--- src/rtl/diferenca_seq_if.sv ---
// ============================================================================
//  Module      : diferenca_seq_if
//  Description : Operand/result handshake bundle for the diferenca sequencer.
//  Revision    : 1.0  initial release
// ============================================================================
`default_nettype none

interface diferenca_seq_if #(
  parameter int WIDTH = 4,
  parameter int SAD_W = 8
);
  logic             in_valid;
  logic             in_ready;
  logic [WIDTH-1:0] a;
  logic [WIDTH-1:0] b;
  logic             last;
  logic             out_valid;
  logic             out_ready;
  logic [WIDTH-1:0] diff;
  logic             sinal;
  logic [SAD_W-1:0] sad;
  logic             sad_valid;
  logic             sad_sat;

  modport master (
    output in_valid, a, b, last, out_ready,
    input  in_ready, out_valid, diff, sinal, sad, sad_valid, sad_sat
  );

  modport slave (
    input  in_valid, a, b, last, out_ready,
    output in_ready, out_valid, diff, sinal, sad, sad_valid, sad_sat
  );
endinterface

`default_nettype wire

--- src/rtl/diferenca_seq.sv ---
// ============================================================================
//  Module      : diferenca_seq (with datapath diferenca)
//  Description : Handshaked |A-B| / sign sequencer with saturating SAD.
//  Revision    : 1.0  initial release
// ============================================================================
`default_nettype none

module diferenca #(
  parameter int WIDTH = 4
) (
  input  wire logic [WIDTH-1:0] i_a,
  input  wire logic [WIDTH-1:0] i_b,
  output logic      [WIDTH-1:0] o_diff,
  output logic                  o_sinal
);
  logic w_neg;

  assign w_neg   = (i_a < i_b);
  assign o_sinal = w_neg;
  assign o_diff  = w_neg ? (i_b - i_a) : (i_a - i_b);
endmodule

module diferenca_seq #(
  parameter int WIDTH = 4,
  parameter int SAD_W = 8
) (
  input  wire logic          clk,
  input  wire logic          rst,
  diferenca_seq_if.slave     bus
);
  typedef enum logic [1:0] {
    S_IDLE = 2'd0,
    S_EXEC = 2'd1,
    S_RESP = 2'd2
  } state_t;

  localparam logic [SAD_W-1:0] C_SAD_MAX = {SAD_W{1'b1}};

  state_t           r_state;
  logic [WIDTH-1:0] r_a;
  logic [WIDTH-1:0] r_b;
  logic             r_last;
  logic             r_in_ready;
  logic             r_out_valid;
  logic [WIDTH-1:0] r_diff;
  logic             r_sinal;
  logic [SAD_W-1:0] r_acc;
  logic             r_acc_sat;
  logic [SAD_W-1:0] r_sad;
  logic             r_sad_valid;
  logic             r_sad_sat;

  logic [WIDTH-1:0] w_diff;
  logic             w_sinal;
  logic [SAD_W:0]   w_sum;
  logic             w_ovf;

  diferenca #(
    .WIDTH (WIDTH)
  ) u_diferenca (
    .i_a     (r_a),
    .i_b     (r_b),
    .o_diff  (w_diff),
    .o_sinal (w_sinal)
  );

  // One extra bit catches overflow so the accumulator clamps instead of wrapping.
  assign w_sum = {1'b0, r_acc} + {{(SAD_W + 1 - WIDTH){1'b0}}, w_diff};
  assign w_ovf = w_sum[SAD_W];

  always_ff @(posedge clk) begin
    if (rst) begin
      r_state     <= S_IDLE;
      r_a         <= '0;
      r_b         <= '0;
      r_last      <= 1'b0;
      r_in_ready  <= 1'b1;
      r_out_valid <= 1'b0;
      r_diff      <= '0;
      r_sinal     <= 1'b0;
      r_acc       <= '0;
      r_acc_sat   <= 1'b0;
      r_sad       <= '0;
      r_sad_valid <= 1'b0;
      r_sad_sat   <= 1'b0;
    end else begin
      r_sad_valid <= 1'b0;
      r_sad       <= '0;
      r_sad_sat   <= 1'b0;
      case (r_state)
        S_IDLE: begin
          if (bus.in_valid) begin
            r_a        <= bus.a;
            r_b        <= bus.b;
            r_last     <= bus.last;
            r_in_ready <= 1'b0;
            r_state    <= S_EXEC;
          end
        end
        S_EXEC: begin
          r_diff  <= w_diff;
          r_sinal <= w_sinal;
          if (w_ovf) begin
            r_acc     <= C_SAD_MAX;
            r_acc_sat <= 1'b1;
          end else begin
            r_acc <= w_sum[SAD_W-1:0];
          end
          r_out_valid <= 1'b1;
          r_state     <= S_RESP;
        end
        S_RESP: begin
          if (bus.out_ready) begin
            r_out_valid <= 1'b0;
            r_in_ready  <= 1'b1;
            r_state     <= S_IDLE;
            if (r_last) begin
              r_sad_valid <= 1'b1;
              r_sad       <= r_acc;
              r_sad_sat   <= r_acc_sat;
              r_acc       <= '0;
              r_acc_sat   <= 1'b0;
            end
          end
        end
        default: begin
          r_in_ready  <= 1'b1;
          r_out_valid <= 1'b0;
          r_state     <= S_IDLE;
        end
      endcase
    end
  end

  assign bus.in_ready  = r_in_ready;
  assign bus.out_valid = r_out_valid;
  assign bus.diff      = r_diff;
  assign bus.sinal     = r_sinal;
  assign bus.sad       = r_sad;
  assign bus.sad_valid = r_sad_valid;
  assign bus.sad_sat   = r_sad_sat;
endmodule

`default_nettype wire

--- src/flat_wrapper.sv ---
// flat-port wrapper written by rule: the top's interface ports become plain ports
module diferenca_seq_flat 
#(
  parameter int WIDTH = 4,
  parameter int SAD_W = 8
)
  (clk, rst, bus_in_valid, bus_a, bus_b, bus_last, bus_out_ready, bus_in_ready, bus_out_valid, bus_diff, bus_sinal, bus_sad, bus_sad_valid, bus_sad_sat);
  diferenca_seq_if #(.WIDTH(WIDTH), .SAD_W(SAD_W)) bus_i ();
  input  wire logic clk;
  input  wire logic rst;
  input wire logic [$bits(bus_i.in_valid)-1:0] bus_in_valid;
  input wire logic [$bits(bus_i.a)-1:0] bus_a;
  input wire logic [$bits(bus_i.b)-1:0] bus_b;
  input wire logic [$bits(bus_i.last)-1:0] bus_last;
  input wire logic [$bits(bus_i.out_ready)-1:0] bus_out_ready;
  output wire logic [$bits(bus_i.in_ready)-1:0] bus_in_ready;
  output wire logic [$bits(bus_i.out_valid)-1:0] bus_out_valid;
  output wire logic [$bits(bus_i.diff)-1:0] bus_diff;
  output wire logic [$bits(bus_i.sinal)-1:0] bus_sinal;
  output wire logic [$bits(bus_i.sad)-1:0] bus_sad;
  output wire logic [$bits(bus_i.sad_valid)-1:0] bus_sad_valid;
  output wire logic [$bits(bus_i.sad_sat)-1:0] bus_sad_sat;
  assign bus_i.in_valid = bus_in_valid;
  assign bus_i.a = bus_a;
  assign bus_i.b = bus_b;
  assign bus_i.last = bus_last;
  assign bus_i.out_ready = bus_out_ready;
  assign bus_in_ready = bus_i.in_ready;
  assign bus_out_valid = bus_i.out_valid;
  assign bus_diff = bus_i.diff;
  assign bus_sinal = bus_i.sinal;
  assign bus_sad = bus_i.sad;
  assign bus_sad_valid = bus_i.sad_valid;
  assign bus_sad_sat = bus_i.sad_sat;
  diferenca_seq #(.WIDTH(WIDTH), .SAD_W(SAD_W)) u_core (.clk(clk), .rst(rst), .bus(bus_i));
endmodule
--- config.mk ---
export PLATFORM = sky130hd
export DESIGN_NAME = diferenca_seq_flat
export DESIGN_NICKNAME = d
export VERILOG_FILES = /design/src/rtl/diferenca_seq_if.sv /design/src/rtl/diferenca_seq.sv /design/src/flat_wrapper.sv
export SDC_FILE = /design/constraint.sdc
export NUM_CORES = 1
export LEC_CHECK = 0
export BUFFER_PORTS_ARGS = -buffer_cell sky130_fd_sc_hd__buf_2
export CAP_MARGIN = 5
export CORE_MARGIN = 5
export CORE_UTILIZATION = 50
export CTS_CLUSTER_SIZE = 30
export DETAILED_ROUTE_END_ITERATION = 16
export PLACE_DENSITY_LB_ADDON = 0.12
export SLEW_MARGIN = 5
export SYNTH_ARGS = -nofsm -noshare
export SYNTH_HDL_FRONTEND = slang
export SYNTH_SLANG_ARGS = --single-unit
export TNS_END_PERCENT = 30
--- constraint.sdc ---
create_clock -name clk -period 3.2 [get_ports clk]
set_input_delay 0.32 -clock clk [delete_from_list [all_inputs] [get_ports clk]]
set_output_delay 0.32 -clock clk [all_outputs]
set_load 0.02 [all_outputs]
Word level (Yosys, flattened, before mapping):

Cells that the tools add are included.

* bits in latches: 0
* register bits: 37
* memory bits (read-only): 0
* output and inout bits: 17
* word-level logic and storage cells: 56
* memories: 0
* memory bits (writable): 0

* eq/ne operators: 6
* $lt $le $gt $ge: 1
* multiply operators: 0
* $add $sub $neg: 3
* bitwise gates (word level): 5
* reduce and logical (&&, ||, !) cells: 10
* divide/modulo/power cells: 0
* mux-type cells: 18
* shift-type cells: 0

Operators with widths (count)
* $mux W8: 3
* $pmux W8 S2: 1
* $add A8 B4 Y9: 1
* $sub A4 B4 Y4: 2
* $mux W1: 7
* $pmux W1 S3: 2
* $pmux W2 S3: 1
* $reduce_and A2 Y1: 3
* $reduce_and A3 Y1: 2
* $not A1 Y1: 5
* $lt A4 B4 Y1: 1
* $mux W2: 2
* $mux W4: 1
* $ne A2 B1 Y1 const B: 2
* $ne A2 B2 Y1 const B: 2
* $reduce_and A4 Y1: 1
* $reduce_or A4 Y1: 1
* $reduce_or A3 Y1: 1
* $eq A2 B1 Y1 const B: 1
* $eq A2 B2 Y1 const B: 1
* $logic_not A2 Y1: 1
* $pmux W1 S2: 1
* $reduce_bool A2 Y1: 1

Logic depth before layout (Yosys ltp):

Gate-level depths: netlist of the first run.

* depth after elaboration: 5
* gate-level depth with buffers: 14

By module:

From an unflattened synthesis of the first run, not the netlist that was laid out.

* cell total of the unflattened synthesis: 198
* area total of the unflattened synthesis: 1727.9 um^2

Modules (own cells, without submodules)
* diferenca_seq: cells an instance 163, instances 1, area an instance 1461.4 um^2
* diferenca: cells an instance 35, instances 1, area an instance 266.5 um^2

Worst setup path before layout of the first run:

OpenSTA, ideal clock, no wires.

* path kind: flip-flop to flip-flop
* start point: register u_core.r_b[1]
* end point: register u_core.r_acc[7]
* data arrival time: 2.595 ns
* clock period less this slack: 2.727 ns
* buffers on the path: 0
* setup slack: 0.473 ns
* cell stages (with the launch flop): 13
* data required time: 3.068 ns
* path through: dfxtp_1 inv_1 fa_1 nand3_1 nand2_1 mux2i_1 xor2_1 ha_1 and2_1 a22o_2 or2_4 a31oi_1 a2111oi_1

* longest elaborated chain between the ends: 5

RTL lines
* start, declared: line diferenca_seq.sv:41 `logic [WIDTH-1:0] r_b;`
* start signal, assigned: line diferenca_seq.sv:94 `r_b <= bus.b;`
* $sub A4 B4 Y4 / $lt A4 B4 Y1 (equally long branches): line diferenca_seq.sv:20, diferenca_seq.sv:18
* $mux W4 (*): line diferenca_seq.sv:20 `assign o_diff = w_neg ? (i_b - i_a) : (i_a - i_b);`
* named net u_core.u_diferenca.o_diff[3]: line diferenca_seq.sv:13 `output logic [WIDTH-1:0] o_diff,`
* $add A8 B4 Y9 (*): line diferenca_seq.sv:68 `assign w_sum = {1'b0, r_acc} + {{(SAD_W + 1 - WIDTH){1'b0}}, w_diff};`
* $mux W8 (*): line diferenca_seq.sv:103 `if (w_ovf) begin`
* $pmux W8 S2 (*): line diferenca_seq.sv:90 `case (r_state)`
* end signal, assigned: line diferenca_seq.sv:107 `r_acc <= w_sum[SAD_W-1:0];`
* end, declared: line diferenca_seq.sv:47 `logic [SAD_W-1:0] r_acc;`

The timed path passes the listed nets; every way through them passes the cells marked *.
A chain may end at the register's enable or synchronous reset.

Worst setup path in the final report of the first run:

* start point: register u_core.r_a[0]
* end point: register u_core.r_acc[7]

* longest elaborated chain between the ends: 5

RTL lines
* start, declared: line diferenca_seq.sv:40 `logic [WIDTH-1:0] r_a;`
* start signal, assigned: line diferenca_seq.sv:93 `r_a <= bus.a;`
* $sub A4 B4 Y4 / $lt A4 B4 Y1 (equally long branches): line diferenca_seq.sv:20, diferenca_seq.sv:18
* $mux W4 (*): line diferenca_seq.sv:20
* named net u_core.u_diferenca.o_diff[3]: line diferenca_seq.sv:13
* $add A8 B4 Y9 (*): line diferenca_seq.sv:68
* $mux W8 (*): line diferenca_seq.sv:103
* $pmux W8 S2 (*): line diferenca_seq.sv:90

Marked as above.

==> results of run 1 <==
[power by group]
part	leakage (nW)	total (W)	switching, W	internal [W]
clock network	0.0314	0.000246	0.000142	0.000104
logic	0.570	0.000216	0.000120	0.0000958
registers	0.302	0.000496	0.0000156	0.000481
total	0.903	0.000958	0.000278	0.000680
[layout make-up]
cell class / instances / share of cell area [%]
clock buffer: 7 / 2.74
timing repair buffer: 31 / 7.98
tap: 46 / 2.87
sequential: 37 / 37.0
inverter: 14 / 2.62
multi-input combinational: 140 / 46.8
[timing repair]
action                                  in CTS  in global routing
endpoints found under the setup margin       0                  1
hold buffers                                 0                  0
buffers inserted                             0                  2
resized for setup                            0                  4
[worst max-delay path, stage by stage (launching register included)]
cell,delay [ns]
dfxtp_1,0.34
inv_1,0.05
ha_1,0.14
inv_1,0.06
fa_1,0.42
nand3_1,0.09
nand2_1,0.12
mux2i_1,0.20
xor2_1,0.23
ha_1,0.27
buf_4,0.15
a22o_2,0.26
or2_4,0.24
a31oi_1,0.23
a2111oi_2,0.09
[per-layer routing]
layer  part of all wire (%)  routed length (um)
met3                    5.8                 202
met2                     52                1800
met5                      0                   0
met1                     41                1430
met4                    1.6                  57
[cell families (layout without fill, tap and decap cells)]
group	after synthesis	after routing	share of synthesized area (%)
muxes	3	3	1.71
xor gates and xnor gates	3	3	1.49
adders and majority gates	14	14	11.2
DFF	37	37	42.1
and+or+nand+nor	74	74	21.0
AOI/OAI and AO/OA	46	46	17.3
buffers and inverters	22	52	5.12
[cells in the final DEF, fill, tap and decap left out, drive strengths merged, types with 5 or more instances in the layout]
master / netlist / routed
a21o: 5 / 5
a21oi: 20 / 20
a31oi: 8 / 8
and2: 10 / 10
buf: 4 / 31
clkbuf: 4 / 7
dfxtp: 37 / 37
ha: 11 / 11
inv: 14 / 14
nand2: 25 / 25
nor2: 19 / 19
nor3: 5 / 5
[sequential cells by signal, summed over array words and instances, names as in the netlist]
name	cells
u_core.r_state	2
u_core.r_a	4
u_core.bus.sinal	1
u_core.bus.diff	4
u_core.bus.out_valid	1
u_core.r_acc_sat	1
u_core.r_last	1
u_core.r_b	4
u_core.bus.sad	8
u_core.bus.sad_sat	1
u_core.r_acc	8
u_core.bus.sad_valid	1
u_core.bus.in_ready	1
[per-stage QoR]
stage	hold WS, ns	cell area [um^2]	std cells
after global placement	0.438	1930	266
after floorplan	0.430	1760	199
after CTS	0.195	1980	273
after detailed placement	0.446	1930	266
final	0.209	2010	275
after global routing	0.180	2010	275
[worst max-delay path by stage]
| stage | startpoint | to | slack (ns) | depth (start not counted) |
|---|---|---|---|---|
| floorplan | u_core.r_b[1]$_SDFFE_PP0P_ | u_core.r_acc[7]$_SDFFE_PP0P_ | 0.47 | 12 |
| global placement | u_core.r_a[0]$_SDFFE_PP0P_ | u_core.r_acc[7]$_SDFFE_PP0P_ | 0.34 | 14 |
| detailed placement | u_core.r_b[0]$_SDFFE_PP0P_ | u_core.r_acc[7]$_SDFFE_PP0P_ | 0.20 | 13 |
| CTS | u_core.r_b[1]$_SDFFE_PP0P_ | u_core.r_acc[7]$_SDFFE_PP0P_ | 0.18 | 12 |
| global route | u_core.r_a[0]$_SDFFE_PP0P_ | u_core.r_acc[7]$_SDFFE_PP0P_ | 0.003 | 14 |
| finish | u_core.r_a[0]$_SDFFE_PP0P_ | u_core.r_acc[7]$_SDFFE_PP0P_ | 0.17 | 14 |
==> flow_metrics.env, run 1 <==
export IMPL_synth_edf_count=0
export IMPL_slew_headroom_pct=61.9
export IMPL_use_met3_pct=5.51
export IMPL_grt_busiest_layer="met2"
export IMPL_holdPathStages=3
export IMPL_worstPathRequired_ns=3.40
export IMPL_synth_flop_cell="dfxtp_1"
export IMPL_clockBufferDepth=2
export IMPL_syn_inst=199
export IMPL_cts_root_buf="clkbuf_4"
export IMPL_worstHoldPathType="primary input to flip-flop"
export IMPL_utilization_pct=59.7
export IMPL_ioPinCount=30
export IMPL_avgViaCountPerCell=5.33
export IMPL_grt_max_degree=31
export IMPL_drv_slew=0
export IMPL_drv_cap=0
export IMPL_die_area_um2=4810
export IMPL_reg2regPathDepth=14
export IMPL_grt_pass1_vias=1452
export IMPL_fp_coreArea_um2=3360
export IMPL_hp_start="bus_last"
export IMPL_synth_area_per_cell_um2=8.85
export IMPL_antenna_found_initial=0
export IMPL_drt_first_pass_iters=4
export IMPL_synth_warnings=0
export IMPL_outcome="finished, final reports clean"
export IMPL_worstSetupPathType="flip-flop to flip-flop"
export IMPL_leakage_nw=0.903
export IMPL_min_period_ns=3.03
export IMPL_p_total_w=0.000958
export IMPL_route_detailed_drc=0
export IMPL_synthTopCellsByArea="dfxtp_1 (42%), ha_1 (7.8%), a21oi_1 (5.4%)"
export IMPL_multi_input_area_um2=938
export IMPL_ctsHtreeMaxLevel=2
export IMPL_async_reset_ff_share_pct=0
export IMPL_final_nets=256
export IMPL_tightest_slew_ns=0.572
export IMPL_clk_pin_slew_ns=0.10
export IMPL_postRouteAntennaNets=0
export IMPL_hold_end="u_core.r_last$_SDFFE_PP0P_"
export IMPL_ir_worst_vdd_uv=231
export IMPL_drt_iter0_drc=43
export IMPL_grt_overflow_total=0
export IMPL_rrSetupSlack_ns=0.17
export IMPL_dpl_hpwl_um=2580
export IMPL_dieWidth_um=69.3
export IMPL_r2r_start="u_core.r_a[0]$_SDFFE_PP0P_"
export IMPL_regArea_um2=743
export IMPL_port_buffers=29
export IMPL_synth_largest_area_cell="dfxtp_1"
export IMPL_synthTopCellsByCount="dfxtp_1 (37), nand2_1 (25), a21oi_1 (19), nor2_1 (19), inv_1 (14)"
export IMPL_finalWeightedCongestion=0.829
export IMPL_final_hold_viol_count=0
export IMPL_fmax_mhz=330
export IMPL_dp_slack_ns=0.205
export IMPL_ys_seq_elements=37
export IMPL_final_layout_size_suffix_gt1_share_pct=21.8
export IMPL_synth_cell_type_count=41
export IMPL_cp_start_kind="flip-flop"
export IMPL_initial_core_util_pct=52.3
export IMPL_synth_seq_area_share_pct=42.1
export IMPL_yosysTopAreaCellShare_pct=42.1
export IMPL_clock_skew_ns=0.00516
export IMPL_area_growth_pct=14.0
export IMPL_syn_nets=226
export IMPL_rsz0062_at_grt="false"
export IMPL_use_met2_pct=28.6
export IMPL_arrival_ns=3.23
export IMPL_std_cell_rows=21
export IMPL_finalSetupViolations=0
export IMPL_r2r_end="u_core.r_acc[7]$_SDFFE_PP0P_"
export IMPL_syn_area_um2=1760
export IMPL_cts_tree="yes"
export IMPL_yosysMostFrequentCell="dfxtp_1"
export IMPL_worst_slack_ns=0.171
export IMPL_setup_worst_path_end_class="flip-flop"
export IMPL_wl_per_cell_um=12.7
export IMPL_power_per_cell_area_nw_per_um2=477
export IMPL_die_y_um=69.3
export IMPL_worstSkewPairLatency_ns=0.33
export IMPL_tns_ns=0
export IMPL_wl_um=3490
export IMPL_crit_fanout=4
export IMPL_vias=1466
export IMPL_n_antenna_cell=0
export IMPL_cts_sinks=37
export IMPL_cts_inserted_buffers=5
export IMPL_min_period_over_period_pct=94.6
export IMPL_fillerInstances=320
export IMPL_grt_pass1_wl_um=6110
export IMPL_track_usage_pct=15.5
export IMPL_grt_use_met1_pct=15.2
Power figures use the tool's default switching activity.
==> run 2, diff against run 1 <==
--- a/config.mk
+++ b/config.mk
@@ -8,7 +8,7 @@
 export BUFFER_PORTS_ARGS = -buffer_cell sky130_fd_sc_hd__buf_2
 export CAP_MARGIN = 5
 export CORE_MARGIN = 5
-export CORE_UTILIZATION = 50
+export CORE_UTILIZATION = 45
 export CTS_CLUSTER_SIZE = 30
 export DETAILED_ROUTE_END_ITERATION = 16
 export PLACE_DENSITY_LB_ADDON = 0.12
==> flow_metrics.env, run 2 (same netlist as run 1, synthesis figures left out) <==
export IMPL_route_detailed_drc=0
export IMPL_cts_root_buf="clkbuf_8"
export IMPL_crit_top_cell="ha_1"
export IMPL_mostFrequentLayoutCell="dfxtp_1"
export IMPL_final_hold_viol_count=0
export IMPL_cts_sinks=37
export IMPL_p_sw_w=0.000279
export IMPL_clk_pin_slew_ns=0.07
export IMPL_outcome="finished, final reports clean"
export IMPL_n_antenna_cell=0
export IMPL_rsz0062_at_grt="false"
export IMPL_dpl_hpwl_um=2550
export IMPL_swShare_pct=27.6
export IMPL_cpLargestDelayFamily="adder cells"
export IMPL_rrSetupSlack_ns=0.23
export IMPL_combPwrFrac_pct=19.0
export IMPL_min_period_ns=2.97
export IMPL_power_per_cell_area_nw_per_um2=501
export IMPL_r2r_end="u_core.r_acc[7]$_SDFFE_PP0P_"
export IMPL_ir_worst_vdd_uv=293
export IMPL_clock_skew_ns=0.00355
export IMPL_tightest_slew_ns=0.561
export IMPL_cp_start_kind="flip-flop"
export IMPL_area_growth_pct=14.5
export IMPL_leakage_nw=0.908
export IMPL_cts_setup_buffers=0
export IMPL_tns_ns=0
export IMPL_grt_pass1_vias=1357
export IMPL_fp_coreArea_um2=3720
export IMPL_avgViaCountPerCell=5.15
export IMPL_fillerInstances=380
export IMPL_worstHoldPathType="primary input to flip-flop"
export IMPL_initial_core_util_pct=47.4
export IMPL_cts_resized=0
export IMPL_port_buffers=29
export IMPL_ctsHoldBuffers=0
export IMPL_track_usage_pct=14.4
export IMPL_ctsHtreeMaxLevel=2
export IMPL_crit_fanout=5
export IMPL_ioPinCount=30
export IMPL_slew_headroom_pct=62.6
export IMPL_grt_pass1_wl_um=5930
export IMPL_wl_um=3400
export IMPL_min_period_over_period_pct=92.8
export IMPL_worstSkewPairLatency_ns=0.29
export IMPL_drv_cap=0
export IMPL_postRouteAntennaNets=0
export IMPL_setup_worst_path_end_class="flip-flop"
export IMPL_crit_cells=13
export IMPL_vias=1415
export IMPL_final_cell_mix="dfxtp_1 (36), buf_2 (29), nand2_1 (25)"
export IMPL_worstPathRequired_ns=3.35
export IMPL_max_stage_delay_ns=0.42
export IMPL_wl_per_cell_um=12.4
export IMPL_p_int_w=0.000731
export IMPL_dieWidth_um=72.5
export IMPL_antenna_found_initial=0
export IMPL_die_area_um2=5260
export IMPL_cts_tree="yes"
export IMPL_p_total_w=0.00101
export IMPL_std_cell_rows=22
export IMPL_drt_iter0_drc=64
export IMPL_grt_overflow_total=0
export IMPL_drv_slew=0
export IMPL_clockBufferDepth=2
export IMPL_stdcell_area_um2=2020
export IMPL_crit_chain="ha_1, inv_1, fa_1, nand3_1, nand2_1, mux2i_1, xor2_1, ha_1, and2_1, a22o_2, or2_4, a31oi_1, a2111oi_1"
export IMPL_critical_path_buf_inv_count=1
export IMPL_utilization_pct=54.2
export IMPL_whs_ns=0.270
export IMPL_cp_slowest_cell="fa_1"
export IMPL_fmax_mhz=337
export IMPL_grt_max_degree=31
export IMPL_r2r_start="u_core.r_b[0]$_SDFFE_PP0P_"
export IMPL_finalSetupViolations=0
export IMPL_cts_inserted_buffers=5
export IMPL_p_seq_share_pct=49.2
export IMPL_pwr_share_clk_pct=31.9
export IMPL_worstSetupPathType="flip-flop to flip-flop"
export IMPL_drt_first_pass_iters=4
export IMPL_endpoint="u_core.r_acc[7]$_SDFFE_PP0P_"
export IMPL_finalWeightedCongestion=0.854
export IMPL_final_layout_size_suffix_gt1_share_pct=19.8
export IMPL_arrival_ns=3.12
export IMPL_reg2regPathDepth=13
export IMPL_final_nets=254
export IMPL_worstSetupStartpoint="u_core.r_b[0]$_SDFFE_PP0P_"
export IMPL_die_y_um=72.5
export IMPL_placed_area_um2=1930
## run 2: power by group through the flow
| stage | logic, W | registers [W] | clock network (W) |
|---|---|---|---|
| 4_1_cts | 0.000194 | 0.000497 | 0.000333 |
| 3_5_place_dp | 0.000193 | 0.000507 | 0 |
| 6_report | 0.000191 | 0.000497 | 0.000322 |
| 5_1_grt | 0.000218 | 0.000500 | 0.000354 |
| 2_1_floorplan | 0.000144 | 0.000512 | 0 |
| 3_3_place_gp | 0.000189 | 0.000506 | 0 |
## run 2: worst register-to-register path, delay by kind of cell (launching register included)
| family | cells | cell delay (ns) |
|---|---|---|
| XOR/XNOR | 1 | 0.21 |
| AO/OA/AOI/OAI | 3 | 0.53 |
| buffers and inverters | 1 | 0.06 |
| adder cells (fa/ha/maj) | 3 | 0.88 |
| AND/OR/NAND/NOR | 4 | 0.60 |
| flip-flops | 1 | 0.36 |
| multiplexers | 1 | 0.20 |
## run 2: worst min-delay path by stage
stage / endpoint / slack, ns / cells past startpoint / from
2_1_floorplan: u_core.bus.sad_sat$_SDFF_PP0_ / 0.43 / 1 / u_core.r_acc_sat$_SDFFE_PP0P_
3_3_place_gp: u_core.bus.sad_sat$_SDFF_PP0_ / 0.44 / 1 / u_core.r_acc_sat$_SDFFE_PP0P_
3_5_place_dp: u_core.bus.sad_sat$_SDFF_PP0_ / 0.44 / 1 / u_core.r_acc_sat$_SDFFE_PP0P_
4_1_cts: u_core.r_b[3]$_SDFFE_PP0P_ / 0.26 / 3 / bus_b[3]
5_1_grt: u_core.r_a[2]$_SDFFE_PP0P_ / 0.26 / 3 / bus_a[2]
6_report: u_core.r_last$_SDFFE_PP0P_ / 0.27 / 3 / bus_last
## run 2: layout make-up
cell class	count	area, um^2	area share (%)
multi-input combinational	140	930	46.1
sequential	37	742	36.8
timing repair buffer	29	145	7.20
clock buffer	7	86.3	4.28
tap	48	60.1	2.98
inverter	14	52.6	2.61
## run 2: metrics by stage
stage	worst slack, ns	cells
finish	0.230	275
global route	0.00875	275
CTS	0.198	275
detailed placement	0.204	268
global placement	0.338	268
floorplan	0.473	199
## run 2: layer usage
layer / global-route usage [%] / vias to the layer above / part of all wire [%]
li1: - / 736 / -
met1: 15.3 / 644 / 43
met2: 25.7 / 27 / 50
met3: 4.71 / 8 / 5.3
met4: 6.15 / 0 / 2.2
met5: 0 / - / 0
